--- config.mk ---
export PLATFORM = sky130hd
export DESIGN_NAME = inst_write_queue
export DESIGN_NICKNAME = d
export VERILOG_FILES = /design/src/rtl/inst_write_queue.sv
export SDC_FILE = /design/constraint.sdc
export NUM_CORES = 1
export LEC_CHECK = 0
export ABC_AREA = 1
export CELL_PAD_IN_SITES_DETAIL_PLACEMENT = 2
export CELL_PAD_IN_SITES_GLOBAL_PLACEMENT = 2
export CORE_MARGIN = 3
export CORE_UTILIZATION = 32
export DETAILED_ROUTE_END_ITERATION = 10
export PLACE_DENSITY_LB_ADDON = 0.1
export SLEW_MARGIN = 10
export SYNTH_ARGS = -nofsm -noshare
export SYNTH_HDL_FRONTEND = slang
export SYNTH_SLANG_ARGS = --single-unit
--- constraint.sdc ---
create_clock -name clk -period 3.45 [get_ports clk]
set_input_delay 0.8625 -clock clk [delete_from_list [all_inputs] [get_ports clk]]
set_output_delay 0.8625 -clock clk [all_outputs]
set_load 0.01 [all_outputs]
--- src/rtl/inst_write_queue.sv ---
// Instruction-memory write queue: buffers OP_WR / OP_WRI writes and drains them
// to instruction memory in order under a valid/ready style handshake.
module inst_write_queue #(
  parameter int unsigned ADDR_W = 16,
  parameter int unsigned DATA_W = 32,
  parameter int unsigned DEPTH  = 4,
  parameter logic [5:0]  OP_WR  = 6'b001010,
  parameter logic [5:0]  OP_WRI = 6'b001011
) (
  input  logic                     clk,
  input  logic                     rst_n,
  input  logic                     inst_valid,
  input  logic [31:0]              inst,
  input  logic [31:0]              rs,
  input  logic [31:0]              rt,
  output logic                     stall,
  output logic                     mem_we,
  output logic [ADDR_W-1:0]        mem_addr,
  output logic [DATA_W-1:0]        mem_wdata,
  input  logic                     mem_ready,
  output logic [$clog2(DEPTH):0]   pending
);

  localparam int unsigned IDX_W = $clog2(DEPTH);
  localparam int unsigned CNT_W = IDX_W + 1;
  localparam int unsigned ENT_W = ADDR_W + DATA_W;

  logic [CNT_W-1:0]  count_q, count_d;
  logic [IDX_W-1:0]  head_q, head_d;
  logic [IDX_W-1:0]  tail_q, tail_d;
  logic [ADDR_W-1:0] ptr_q, ptr_d;
  logic [ENT_W-1:0]  store_q [DEPTH];

  logic              is_wr;
  logic              is_wri;
  logic              full;
  logic              accept;
  logic              pop;
  logic [ADDR_W-1:0] wr_addr;
  logic              unused_bits;

  assign is_wr   = (inst[31:26] == OP_WR);
  assign is_wri  = (inst[31:26] == OP_WRI);
  assign full    = (count_q == CNT_W'(DEPTH));
  assign accept  = inst_valid && (is_wr || is_wri) && !full;
  assign pop     = (count_q != '0) && mem_ready;
  assign wr_addr = is_wr ? rs[ADDR_W-1:0] : ptr_q;

  // Both opcodes leave the pointer one past the address just written.
  always_comb begin
    count_d = count_q;
    head_d  = head_q;
    tail_d  = tail_q;
    ptr_d   = ptr_q;
    if (accept) begin
      tail_d = tail_q + IDX_W'(1);
      ptr_d  = wr_addr + ADDR_W'(1);
    end
    if (pop) begin
      head_d = head_q + IDX_W'(1);
    end
    if (accept && !pop) begin
      count_d = count_q + CNT_W'(1);
    end else if (!accept && pop) begin
      count_d = count_q - CNT_W'(1);
    end
  end

  always_ff @(posedge clk or negedge rst_n) begin
    if (!rst_n) begin
      count_q <= '0;
      head_q  <= '0;
      tail_q  <= '0;
      ptr_q   <= '0;
    end else begin
      count_q <= count_d;
      head_q  <= head_d;
      tail_q  <= tail_d;
      ptr_q   <= ptr_d;
    end
  end

  // Payload storage carries no reset; occupancy alone decides validity.
  always_ff @(posedge clk) begin
    if (accept) begin
      store_q[tail_q] <= {wr_addr, rt[DATA_W-1:0]};
    end
  end

  assign stall                 = full;
  assign mem_we                = (count_q != '0);
  assign {mem_addr, mem_wdata} = store_q[head_q];
  assign pending               = count_q;

  assign unused_bits = ^{inst[25:0], rs, rt};

endmodule

# Yosys cells after proc, flatten, opt, wreduce, memory -nomap -nowiden
# Memories as Yosys holds them, arrays and structs flattened.
# Cells that the tools add are included.
[totals] register_bits=23 mem_bits_rw=192 in_bits=100 out_inout_bits=53 elab_cells=29 memories=1
[memory_table] name="store_q" depth=4 word_bits=48 rd=1 rd_clocked_by_memory_dff=0 wr=1 line_no="32" text="logic [ENT_W-1:0] store_q [DEPTH];"
[classes] add_sub_neg=5 n_eq_ne=3 muxes=5 reduce_logical=11
[op_table] op="$add 16x1->16 const B" n=1
[op_table] op="$mux 16" n=1
[op_table] op="$eq 6x4->1 const B" n=2
[op_table] op="$mux 3" n=2
[op_table] op="$logic_and 1x1->1" n=5
[op_table] op="$add 2x1->2 const B" n=2
[op_table] op="$add 3x1->3 const B" n=1
[op_table] op="$eq 3x3->1 const B" n=1
[op_table] op="$logic_not 1->1" n=3
[op_table] op="$reduce_bool 3->1" n=1
[op_table] op="$sub 3x1->3 const B" n=1
[op_table] op="$mux 1" n=2
[op_table] op="$reduce_bool 2->1" n=1
[op_table] op="$logic_or 1x1->1" n=1

# Depth between registers and ports, before layout
[logic_depth] word_depth=8 mapped_depth=14 mapped_depth_nobuf=13

# Least setup slack after synthesis
# No wires, ideal clock.
[synth_timing] path_type="input port to flip-flop" startpoint="in inst[29]" endpoint="mem store_q[0][0] (netlist bit), enable pin" setup_time_ns=0.454 arrival_ns=3.682 t_required_ns=2.996 setup_slack_ns=-0.686 cell_stages=7 n_path_buf=1 cell_sequence="inv_1 -> nor2_2 -> nand2_2 -> nor3_1 -> inv_1 -> clkbuf_1 -> nor2_1"
[synth_between] elab_chain_cells=6 word_cells_on_any_way=7 cone_classes="eq/ne: 2; mux: 2; reduce/logical: 3"
[synth_lines] item="start: declaration" line_no="13" text="input logic [31:0] inst,"
[synth_lines] item="$eq 6x4->1 (on tied branches)" line_no="42, 43"
[synth_lines] item="$logic_or 1x1->1 *" line_no="45" text="assign accept = inst_valid && (is_wr || is_wri) && !full;"
[synth_lines] item="$logic_and 1x1->1 * (2 in series)" line_no="45"
[synth_lines] item="$mux 1 *" line_no="85" text="if (accept) begin"
[synth_lines] item="$mux 1 (not written as such) *" line_no="86" text="store_q[tail_q] <= {wr_addr, rt[DATA_W-1:0]};"
[synth_lines] item="end: declaration" line_no="32"
# Mark *: on every way between the ends. The rest lies on a longest branch, timed or not.

# Worst setup path in the final report
[layout_timing] startpoint="reg head_q[1]" endpoint="out mem_addr[7]"
[layout_between] elab_chain_cells=1
[layout_lines] item="start: declaration" line_no="29" text="logic [IDX_W-1:0] head_q, head_d;"
[layout_lines] item="start signal: assignment" line_no="72" text="head_q <= '0;"
[layout_lines] item="start signal: assignment" line_no="77" text="head_q <= head_d;"
[layout_lines] item="$mem_v2 4x48"
[layout_lines] item="end: declaration" line_no="18" text="output logic [ADDR_W-1:0] mem_addr,"
# No other way between the ends.

==> run metrics <==
clk buf depth 3; placed insts around 1200; Worst setup EP type primary output; HPWL after DPL around 16 mm; clock slew at reported path FFs 60 ps; Final #Nets 996; post-synthesis area per instance 11.7 um^2; largest area contributor in the netlist edfxtp_1; fin area 11500 um^2; Post-CTS Hold Buffers 0; Worst Clk Skew 8.65 ps; DRC 0; maximum vdd drop 0.000321 V; largest net degree at the start of global routing 68; Crit-path slowest cell clkdlybuf4s50_1; CTS buffer count 25; Crit Path Category flip-flop to primary output; number of global-route vias before repair 7077; synthesized net count 871; CP Data Arrival Time 2420 ps; Mapped Cells 764; RSZ-0062 raised after global routing false; initial core utilization 32.9%; status completed; share of layout cells above drive strength 1 10.7%; row cnt 60; worst slew pin tran roughly 700 ps; Syn-to-layout area delta 27.9%; chip width 173 um; Final Slew Violations 0; final setup fails 0; Final WS setup 171 ps; num ports approximately 150; TritonRoute pass-1 iters 4; number of synthesized register bits 215; CP required 2590 ps; ranking of synthesized cells by area edfxtp_1, dfrtp_1, o21ai_0; initial antenna violation count 0; Layout Cells excl Fill around 1300; post-route minimum period 3280 ps; dpl ws 190 ps; wire length per cell slightly below 20 um; hold crit path type flip-flop to flip-flop; total grt overflow 0; CTS tree done; yosys warns 0; Worst path top cell family by delay buffers and inverters; DRT iter0 DRCs 326; DP Area 10700 um^2; H-tree Lvls 1; Hold Fails Final Rpt 0; Fmax 0.305 GHz; Post-Syn Area between 8000 and 9000 um^2; sequential area share after synthesis 70.7%; global-route wire length before repair 39.7 mm; Root Buffer clkbuf_16; total track usage between 10% and 20%; crit path max fanout 49; CTS Sinks between 200 and 250; Chip Height 173 um; Tcrit/Tclk final 95.0%; WP buf/inv 2; post-synthesis cell type count 31; Fillers 2797; CP max stage delay a little over 600 ps; gp weighted congestion 0.774; detailed-route via count 6253; cells along the critical path buf_6 -> o21ai_0 -> o22ai_1 -> clkdlybuf4s50_1; worst relative slew slack 52.6%; Worst-Skew Late Latency a little over 500 ps; crit path launch type flip-flop; Core Box Area 27300 um^2; drt total wl around 25 mm; Die ar. 30100 um^2; Detail Route Antenna Nets 0; pwr dens 731 nW/um^2; max cap viols 0; static leakage 4.07 nW; vias per inst 4.89; Antenna Cells 0; IO buf count 110; top-area cell type share of the netlist area 64.3%
## report_power, final
part	internal (mW)	switching, mW	leakage (nW)
clock	1.34	1.01	0.351
combinational	1.31	1.70	1.69
sequential	2.96	0.0704	2.03
total	5.60	2.78	4.07
## through the flow
step	setup TNS (ps)	power, mW	hold slack, ps	util [%]
2_1_floorplan	-131650	4.52	442	-
3_5_place_dp	0	6.16	478	39.4
6_report	0	8.38	494	42.1
4_1_cts	0	8.56	497	42.1
3_3_place_gp	0	6.00	457	39.4
5_1_grt	0	8.90	519	42.1
## registers in the layout, indices dropped and copies added (netlist names)
signal   cells
head_q       2
ptr_q       16
tail_q       2
store_q    192
pending      3
## tightest hold or removal path, stage by stage (launching register included)
cell and delay [ps]:
dfrtp_1 350, nand2_1 60, nand2_1 50
## logic make-up (layout without fill, tap and decap cells)
| kind of cell | Yosys count | count (layout) | share of synthesized area, % |
|---|---|---|---|
| muxes | 1 | 1 | 0.126 |
| xor gates and xnor gates | 6 | 6 | 0.586 |
| adders and majority gates | 7 | 7 | 1.06 |
| DFF | 215 | 215 | 70.7 |
| buffers and inverters | 86 | 229 | 3.92 |
| AOI/OAI and AO/OA | 159 | 159 | 9.59 |
| and+or+nand+nor | 290 | 290 | 14.0 |
## cell type report
type                            instances  area, um^2  area share, %
Clock buffer                           32         652           5.69
Clock inverter                         13        73.8          0.644
Inverter                               47         176           1.54
Multi-Input combinational cell        463        2310           20.1
Sequential cell                       215        6340           55.3
Tap cell                              372         465           4.06
Timing Repair Buffer                  137        1450           12.6
## synthesized netlist by cell type
cell / n
nor2_2: 8
nor2_1: 118
nor2_4: 2
buf_2: 2
mux2_2: 1
o22ai_1: 49
edfxtp_1: 192
xor2_1: 5
xnor2_1: 1
buf_6: 3
clkinv_1: 1
clkbuf_1: 33
nand2_2: 8
nand3_1: 32
a22oi_1: 1
nor3_1: 3
fa_1: 1
o21ai_1: 13
o21ai_0: 94
dfrtp_1: 23
or2_2: 1
nand3_2: 2
nand3_4: 1
ha_1: 6
nand4_1: 2
nor2_8: 2
inv_1: 42
nand2_1: 111
inv_2: 4
a21oi_1: 2
buf_4: 1
## metal layers
| metal | part of all wire [%] | vias to the layer above | wire [um] | global-route usage [%] |
|---|---|---|---|---|
| li1 | - | 2941 | - | - |
| met3 | 3.5 | 28 | 879 | 2.45 |
| met5 | 0 | - | 0 | 0 |
| met4 | 1.5 | 0 | 390 | 3.72 |
| met1 | 42 | 3175 | 10700 | 20.2 |
| met2 | 53 | 109 | 13400 | 30.9 |
## placed cells by master, fill, tap and decap left out, types with 2 or more instances in the layout
master,count
a21oi_1,2
buf_12,11
buf_4,15
clkbuf_1,7
clkbuf_16,25
clkdlybuf4s50_1,110
clkinv_1,5
clkinv_2,4
clkinvlp_4,2
dfrtp_1,21
dfrtp_2,2
edfxtp_1,192
ha_1,6
inv_1,42
inv_2,5
nand2_1,111
nand2_2,8
nand3_1,32
nand3_2,2
nand4_1,2
nor2_1,114
nor2_2,8
nor2_4,6
nor2_8,2
nor3_1,2
o21ai_0,94
o21ai_1,13
o22ai_1,49
xor2_1,5
## timing repair
item                       4_1_cts  5_1_grt
buffers inserted                 0        0
gates resized for setup          1        0
setup endpoints to repair        1        0
## final timing paths
path,endpoint,slack [ps],startpoint,cells after the start
worst max-delay path,mem_addr[7],170,head_q[1]$_DFFE_PN0P_,4
min in group asynchronous,ptr_q[3]$_DFFE_PN0P_,770,rst_n,1
max in group asynchronous,ptr_q[10]$_DFFE_PN0P_,2060,rst_n,2
worst min-delay path,ptr_q[1]$_DFFE_PN0P_,490,ptr_q[1]$_DFFE_PN0P_,2
worst min register to register,ptr_q[1]$_DFFE_PN0P_,490,ptr_q[1]$_DFFE_PN0P_,2
worst max register to register,pending[1]$_DFFE_PN0P_,1070,pending[0]$_DFFE_PN0P_,7
(Power assumes the default switching activity.)
